File: config.mk
export PLATFORM = sky130hd
export DESIGN_NAME = wb_regfile
export DESIGN_NICKNAME = d
export VERILOG_FILES = /design/src/rtl/wb_regfile.sv
export SDC_FILE = /design/constraint.sdc
export NUM_CORES = 2
export LEC_CHECK = 0
export ABC_CLOCK_PERIOD_IN_PS = 5900
export BUFFER_PORTS_ARGS = -buffer_cell sky130_fd_sc_hd__buf_2
export CORE_UTILIZATION = 53
export CTS_CLUSTER_SIZE = 16
export DETAILED_ROUTE_END_ITERATION = 7
export PLACE_DENSITY = 0.69
export SYNTH_ARGS = -nofsm -noshare
export SYNTH_HDL_FRONTEND = slang
export SYNTH_SLANG_ARGS = --single-unit
File: constraint.sdc
create_clock -name clk -period 5.9 [get_ports clk]
set_input_delay 0.885 -clock clk [delete_from_list [all_inputs] [get_ports clk]]
set_output_delay 0.885 -clock clk [all_outputs]
set_load 0.02 [all_outputs]
File: src/rtl/wb_regfile.sv
// Writeback register file: 32 x XLEN, single write port, link/data collision handled by a one-cycle stall.
// Optional feature: define WB_BYPASS_EN to forward the post-edge register value to the read ports.
module wb_regfile #(
  parameter int XLEN     = 32,
  parameter int LINK_REG = 31
) (
  input  logic            clk,
  input  logic            rst,
  input  logic [XLEN-1:0] WB_data_mem,
  input  logic [4:0]      WB_rd,
  input  logic            WB_we,
  input  logic [XLEN-1:0] WB_link_addr,
  input  logic            WB_link_we,
  input  logic [4:0]      rs1_addr,
  input  logic [4:0]      rs2_addr,
  output logic [XLEN-1:0] rs1_data,
  output logic [XLEN-1:0] rs2_data,
  output logic            wb_stall
);

  localparam logic [4:0] LINK_IDX = 5'(LINK_REG);

  typedef enum logic {
    IDLE = 1'b0,
    PEND = 1'b1
  } state_t;

  state_t          state;
  logic [XLEN-1:0] regs [32];
  logic [XLEN-1:0] pend_data_p1;

  logic            collide;
  logic            wr_en;
  logic [4:0]      wr_idx;
  logic [XLEN-1:0] wr_data;

  assign collide = (state == IDLE) && WB_we && WB_link_we;

  // Single write port arbitration: a pending link write owns the port in PEND,
  // otherwise the data write beats the link write, which is deferred on collision.
  always_comb begin
    wr_en   = 1'b0;
    wr_idx  = 5'd0;
    wr_data = '0;
    if (!rst) begin
      if (state == PEND) begin
        wr_en   = 1'b1;
        wr_idx  = LINK_IDX;
        wr_data = pend_data_p1;
      end else if (WB_we) begin
        wr_en   = 1'b1;
        wr_idx  = WB_rd;
        wr_data = WB_data_mem;
      end else if (WB_link_we) begin
        wr_en   = 1'b1;
        wr_idx  = LINK_IDX;
        wr_data = WB_link_addr;
      end
    end
  end

  always_ff @(posedge clk) begin
    if (rst) begin
      for (int i = 0; i < 32; i++) begin
        regs[i] <= '0;
      end
      state        <= IDLE;
      wb_stall     <= 1'b0;
      pend_data_p1 <= '0;
    end else begin
      if (wr_en && (wr_idx != 5'd0)) begin
        regs[wr_idx] <= wr_data;
      end
      case (state)
        IDLE: begin
          if (collide) begin
            state        <= PEND;
            wb_stall     <= 1'b1;
            pend_data_p1 <= WB_link_addr;
          end
        end
        PEND: begin
          state        <= IDLE;
          wb_stall     <= 1'b0;
          pend_data_p1 <= '0;
        end
      endcase
    end
  end

`ifdef WB_BYPASS_EN
  logic            byp_en;
  logic [4:0]      byp_idx;
  logic [XLEN-1:0] byp_data;

  // On a collision into the link register the deferred link value is what survives.
  always_comb begin
    byp_en   = wr_en;
    byp_idx  = wr_idx;
    byp_data = wr_data;
    if (collide && !rst && (WB_rd == LINK_IDX)) begin
      byp_data = WB_link_addr;
    end
  end

  function automatic logic [XLEN-1:0] read_port(
    input logic [4:0]      addr,
    input logic [XLEN-1:0] arr_val,
    input logic            hit,
    input logic [XLEN-1:0] hit_val
  );
    return (addr == 5'd0) ? '0 : (hit ? hit_val : arr_val);
  endfunction

  assign rs1_data = read_port(rs1_addr, regs[rs1_addr], byp_en && (rs1_addr == byp_idx), byp_data);
  assign rs2_data = read_port(rs2_addr, regs[rs2_addr], byp_en && (rs2_addr == byp_idx), byp_data);
`else
  assign rs1_data = (rs1_addr == 5'd0) ? '0 : regs[rs1_addr];
  assign rs2_data = (rs2_addr == 5'd0) ? '0 : regs[rs2_addr];
`endif

endmodule

### Word level (Yosys, flattened, before mapping)

Memory sizes are Yosys's and may differ from the RTL's.
Cells that the tools add are included.

| word-level totals | value |
|---|---|
| flip-flop bits (word level) | 34 |
| bits in writable memories | 1024 |
| input bits | 83 |
| output and inout bits | 65 |
| logic and storage cells | 41 |
| memories kept | 1 |

| operators by class | value |
|---|---|
| equality and inequality tests | 1 |
| mux-type cells | 28 |
| bitwise logic cells | 1 |
| reduce and logical (&&, ||, !) cells | 7 |

Memory list:

| memory | depth | width | rd ports | clocked after Yosys merged registers in | write ports | line | source |
|---|---|---|---|---|---|---|---|
| regs | 32 | 32 | 2 | 0 | 32 | 29 | `logic [XLEN-1:0] regs [32];` |

Operators with widths:

| kind | number |
|---|---|
| two-way mux 32 bit | 8 |
| case mux 32 bit (2 select lines) | 1 |
| OR reduction 32 bit | 1 |
| two-way mux 5 bit | 5 |
| two-way mux 1 bit | 12 |
| logical NOT 5 bit | 2 |
| nonzero test 5 bit | 1 |
| case mux 1 bit (2 select lines) | 2 |
| logical AND 1 bit | 3 |
| != test 2 bit (second input constant) | 1 |
| NOT 1 bit | 1 |

### Longest topological paths before layout

| depth | value |
|---|---|
| depth after elaboration | 11 |
| depth in mapped cells | 8 |

### Least setup slack after synthesis

Ideal clock, no wire load.

| timing path | value |
|---|---|
| kind | input to register |
| from | input WB_we |
| to | memory regs[12][0], enable pin |
| arrival time | 4.498 ns |
| setup slack | 0.936 ns |
| stages on the path | 7 |
| path through | buf_2 or3b_2 a21oi_2 o211ai_2 buf_2 buf_2 o21ai_0 |

RTL lines:

| item | line | source |
|---|---|---|
| from (decl) | 11 | `input logic WB_we,` |
| to (decl) | 29 |  |

### Final worst setup path

| timing path | value |
|---|---|
| from | input rs2_addr[0] |
| to | output rs2_data[21] |

| on the way | value |
|---|---|
| word-level cells in the longest chain between the ends | 2 |

Ends and longest elaborated chain:

| item | line | source |
|---|---|---|
| from (decl) | 15 | `input logic [4:0] rs2_addr,` |
| memory read (32 x 32 bit) or logical NOT 5 bit (tied branches) | - |  |
| two-way mux 32 bit * | 119 | `assign rs2_data = (rs2_addr == 5'd0) ? '0 : regs[rs2_addr];` |
| to (decl) | 17 | `output logic [XLEN-1:0] rs2_data,` |

Mark *: on every way between the ends. The rest lies on a longest branch, timed or not.

==> results_dict.tcl <==
set metrics [dict create \
    status "finished clean" \
    hpwl_um 113200 \
    maxSlewHeadroom_pct 12.47 \
    synth_edf_count 1024 \
    clock_power_share_pct 39.8 \
    grt_max_degree 84 \
    p_per_area_mw_per_mm2 304.4 \
    drtIter0Drc 6481 \
    ant_nets 0 \
    yosysSeqAreaShare_pct 58.33 \
    grt_use_total_pct 35.91 \
    synth-main-ff-cell "edfxtp_1" \
    arrival_ns 4.06 \
    min_from "WB_link_addr[15]" \
    synth_compound_area_share_pct 6.745 \
    critPathCaptureType "primary output" \
    synth_xor_area_share_pct 0 \
    reg2reg_from "state" \
    hold_buffers 0 \
    min_period_over_period_pct 83.78 \
    synthMuxAreaShare_pct 22.46 \
    ys_ff_latch 1058 \
    layout_commonest_cell "edfxtp_1" \
    ioPinCount 148 \
    rows 116 \
    post_cts_buffers 0 \
    crit_chain "buf_4, buf_4, mux4_2, nor2b_1, a211oi_1, a311oi_1, buf_2" \
    drc 0 \
    rsz0062_at_grt "false" \
    core_area_mm2 0.1004 \
    rrSetupSlack_ns 2.00 \
    fin_nets 3918 \
    syn-cell-area_mm2 0.05389 \
    cts_resized 0 \
    avgSynthCellArea_um2 14.15 \
    ir_drop_mv 0.2755 \
    r2r_cells 5 \
    antenna_found_initial 7 \
    fin_setup_tns_ns 0 \
    synthAdderAreaFrac_pct 0 \
    worst_pin_slew_ns 1.304 \
    clock_sinks 1058 \
    holdPathStages 2 \
    hold_violations 0 \
    pwr-share-comb_pct 12.7 \
    synth_top_family_by_area "multiplexers" \
    routed_wl_um 185000 \
    holdPathEnd "pend_data_p1[15]" \
    die_area_mm2 0.1030 \
    switching_share_pct 25.38 \
    crit_path_start "rs2_addr[0]" \
    critical_path.max_fanout 30 \
    internal_power_mw 13.68 \
    htreeDepth 3 \
    yosys_warnings 0 \
    r2r_end "regs[19][4]" \
    portBuffers 147 \
    die_y_um 320.9 \
    slew_viol_final 0 \
    start_util_pct 53.65 \
    async_flop_share_pct 0 \
    worst_path_largest_cell_delay_ns 0.82 \
    synthCells 3808 \
    grt_pass1_vias 37240 \
    sequentialPowerShare_pct 47.5 \
    hold_class "input port to flip-flop" \
    overflow 0 \
    p_leak_nw 20.07 \
    grt_pass1_wl_um 262100 \
    vias 38090 \
    cts_buffers 109 \
    layout_common_cells "edfxtp_1 (1024), nor2_1 (868), mux4_2 (448)" \
    cts_tree "yes" \
    wl_per_cell_um 34.98 \
    period_minus_slack_ns 4.943 \
    gp_congestion 1.025 \
    crit_slowest_cell "a211oi_1" \
    required_ns 5.02 \
    synth_simple_gate_area_share_pct 9.076 \
    path_clk_slew_ns 0.06 \
    cts_buffer_depth 3 \
    drive_gt1_share_pct 27.30 \
    critPathKind "input port to primary output" \
    cpMostUsedCell "buf_4" \
    finalSetupViolations 0 \
    power.total_mw 18.33 \
    root_buffer "clkbuf_16" \
    p_sw_mw 4.653 \
    clk_latency_ns 0.72 \
    fp.dieW_um 320.9 \
    critical_path_buf_inv_count 3 \
    fmax_mhz 202.3 \
    cp-start-kind "input port" \
    dr.pass1.iters 8 \
    area_delta_synth_final_pct 11.78 \
    ys_types 42 \
    clock_skew_ns 0.02864 \
    maxCapViolations 0 \
    crit_family "buffers and inverters" \
    via_per_inst 7.201 \
]
==> logic make-up (layout without fill, tap and decap cells) <==
| logic type | Yosys count | after routing |
|---|---|---|
| other | 1 | 35 |
| buffers and inverters | 443 | 534 |
| flip-flops | 1058 | 1058 |
| multiplexers | 641 | 641 |
| AND/OR/NAND/NOR | 1182 | 1182 |
| AO/OA/AOI/OAI | 483 | 483 |
==> cell type report <==
cell class / count / area [um^2]
clock buffer: 137 / 2977
fill: 7738 / 40200
clock inverter: 69 / 782.0
timing repair buffer: 324 / 2310
tap: 1357 / 1698
sequential: 1058 / 31430
multi-input combinational: 2338 / 21010
antenna: 3 / 7.507
inverter: 4 / 18.77
==> metrics by stage <==
stage / utilization [%] / instances / hold WS, ns / setup WS, ns / instance area (um^2)
2_1_floorplan: - / 3839 / 0.4498 / 0.9363 / 54000
5_1_grt: 59.97 / 5287 / 0.4046 / 1.006 / 60230
4_1_cts: 59.97 / 5287 / 0.3856 / 1.169 / 60230
6_report: 59.97 / 5290 / 0.4102 / 0.9567 / 60240
3_3_place_gp: 56.23 / 5081 / 0.4612 / 1.133 / 56470
3_5_place_dp: 56.23 / 5081 / 0.4641 / 1.181 / 56470
==> how the worst max path moves through the flow <==
| stage | end | cells past startpoint |
|---|---|---|
| floorplan | regs[12][0] | 7 |
| global placement | rs2_data[21] | 7 |
| detailed placement | rs2_data[21] | 7 |
| CTS | rs2_data[21] | 7 |
| global route | rs2_data[21] | 7 |
| finish | rs2_data[21] | 7 |
==> power by group through the flow <==
stage | Sequential, mW | Clock [mW] | Combinational, mW
3_5_place_dp | 8.86 | 0 | 2.24
4_1_cts | 8.71 | 7.31 | 2.25
2_1_floorplan | 8.80 | 0 | 1.38
5_1_grt | 8.74 | 7.59 | 2.36
3_3_place_gp | 8.84 | 0 | 2.22
6_report | 8.72 | 7.30 | 2.32
==> synthesized netlist by cell type, types with 4 or more instances <==
master / n / share of area, %
o21ai_0: 115 / 1.1
a22oi_1: 64 / 0.89
mux2i_1: 129 / 2.4
a22o_1: 32 / 0.52
nor3_1: 129 / 1.2
a221o_1: 31 / 0.58
a311oi_1: 64 / 1.0
inv_1: 4 / 0.028
nor2b_1: 69 / 0.80
buf_1: 16 / 0.11
nor2_1: 870 / 6.1
dfxtp_1: 34 / 1.3
mux2_2: 64 / 1.3
a221oi_1: 47 / 0.76
nand2_1: 79 / 0.55
edfxtp_1: 1024 / 57
o211ai_1: 36 / 0.50
mux4_2: 448 / 19
nand3_1: 15 / 0.14
buf_2: 130 / 1.2
clkbuf_1: 293 / 2.0
o2111ai_1: 18 / 0.29
a211oi_1: 65 / 0.91
==> routing by layer <==
metal / part of all wire, % / track usage [%] / vias to the layer above
met3: 14 / 10.71 / 627
met5: 0.019 / 0 / -
met4: 7.7 / 23.65 / 6
li1: - / - / 14930
met2: 44 / 53.08 / 3283
met1: 34 / 46.28 / 19240
==> worst reg2reg max path, delay by kind of cell (launching register included) <==
family / cells / cell delay (ns)
AOI/OAI and AO/OA: 1 / 1.12
DFF: 1 / 0.33
buffers and inverters: 2 / 1.02
and+or+nand+nor: 2 / 1.02
==> state kept, by name (all words and copies together) (netlist names) <==
register      flops
regs           1024
wb_stall          1
state             1
pend_data_p1     32
Note: power is estimated with default switching activity, not from simulation.
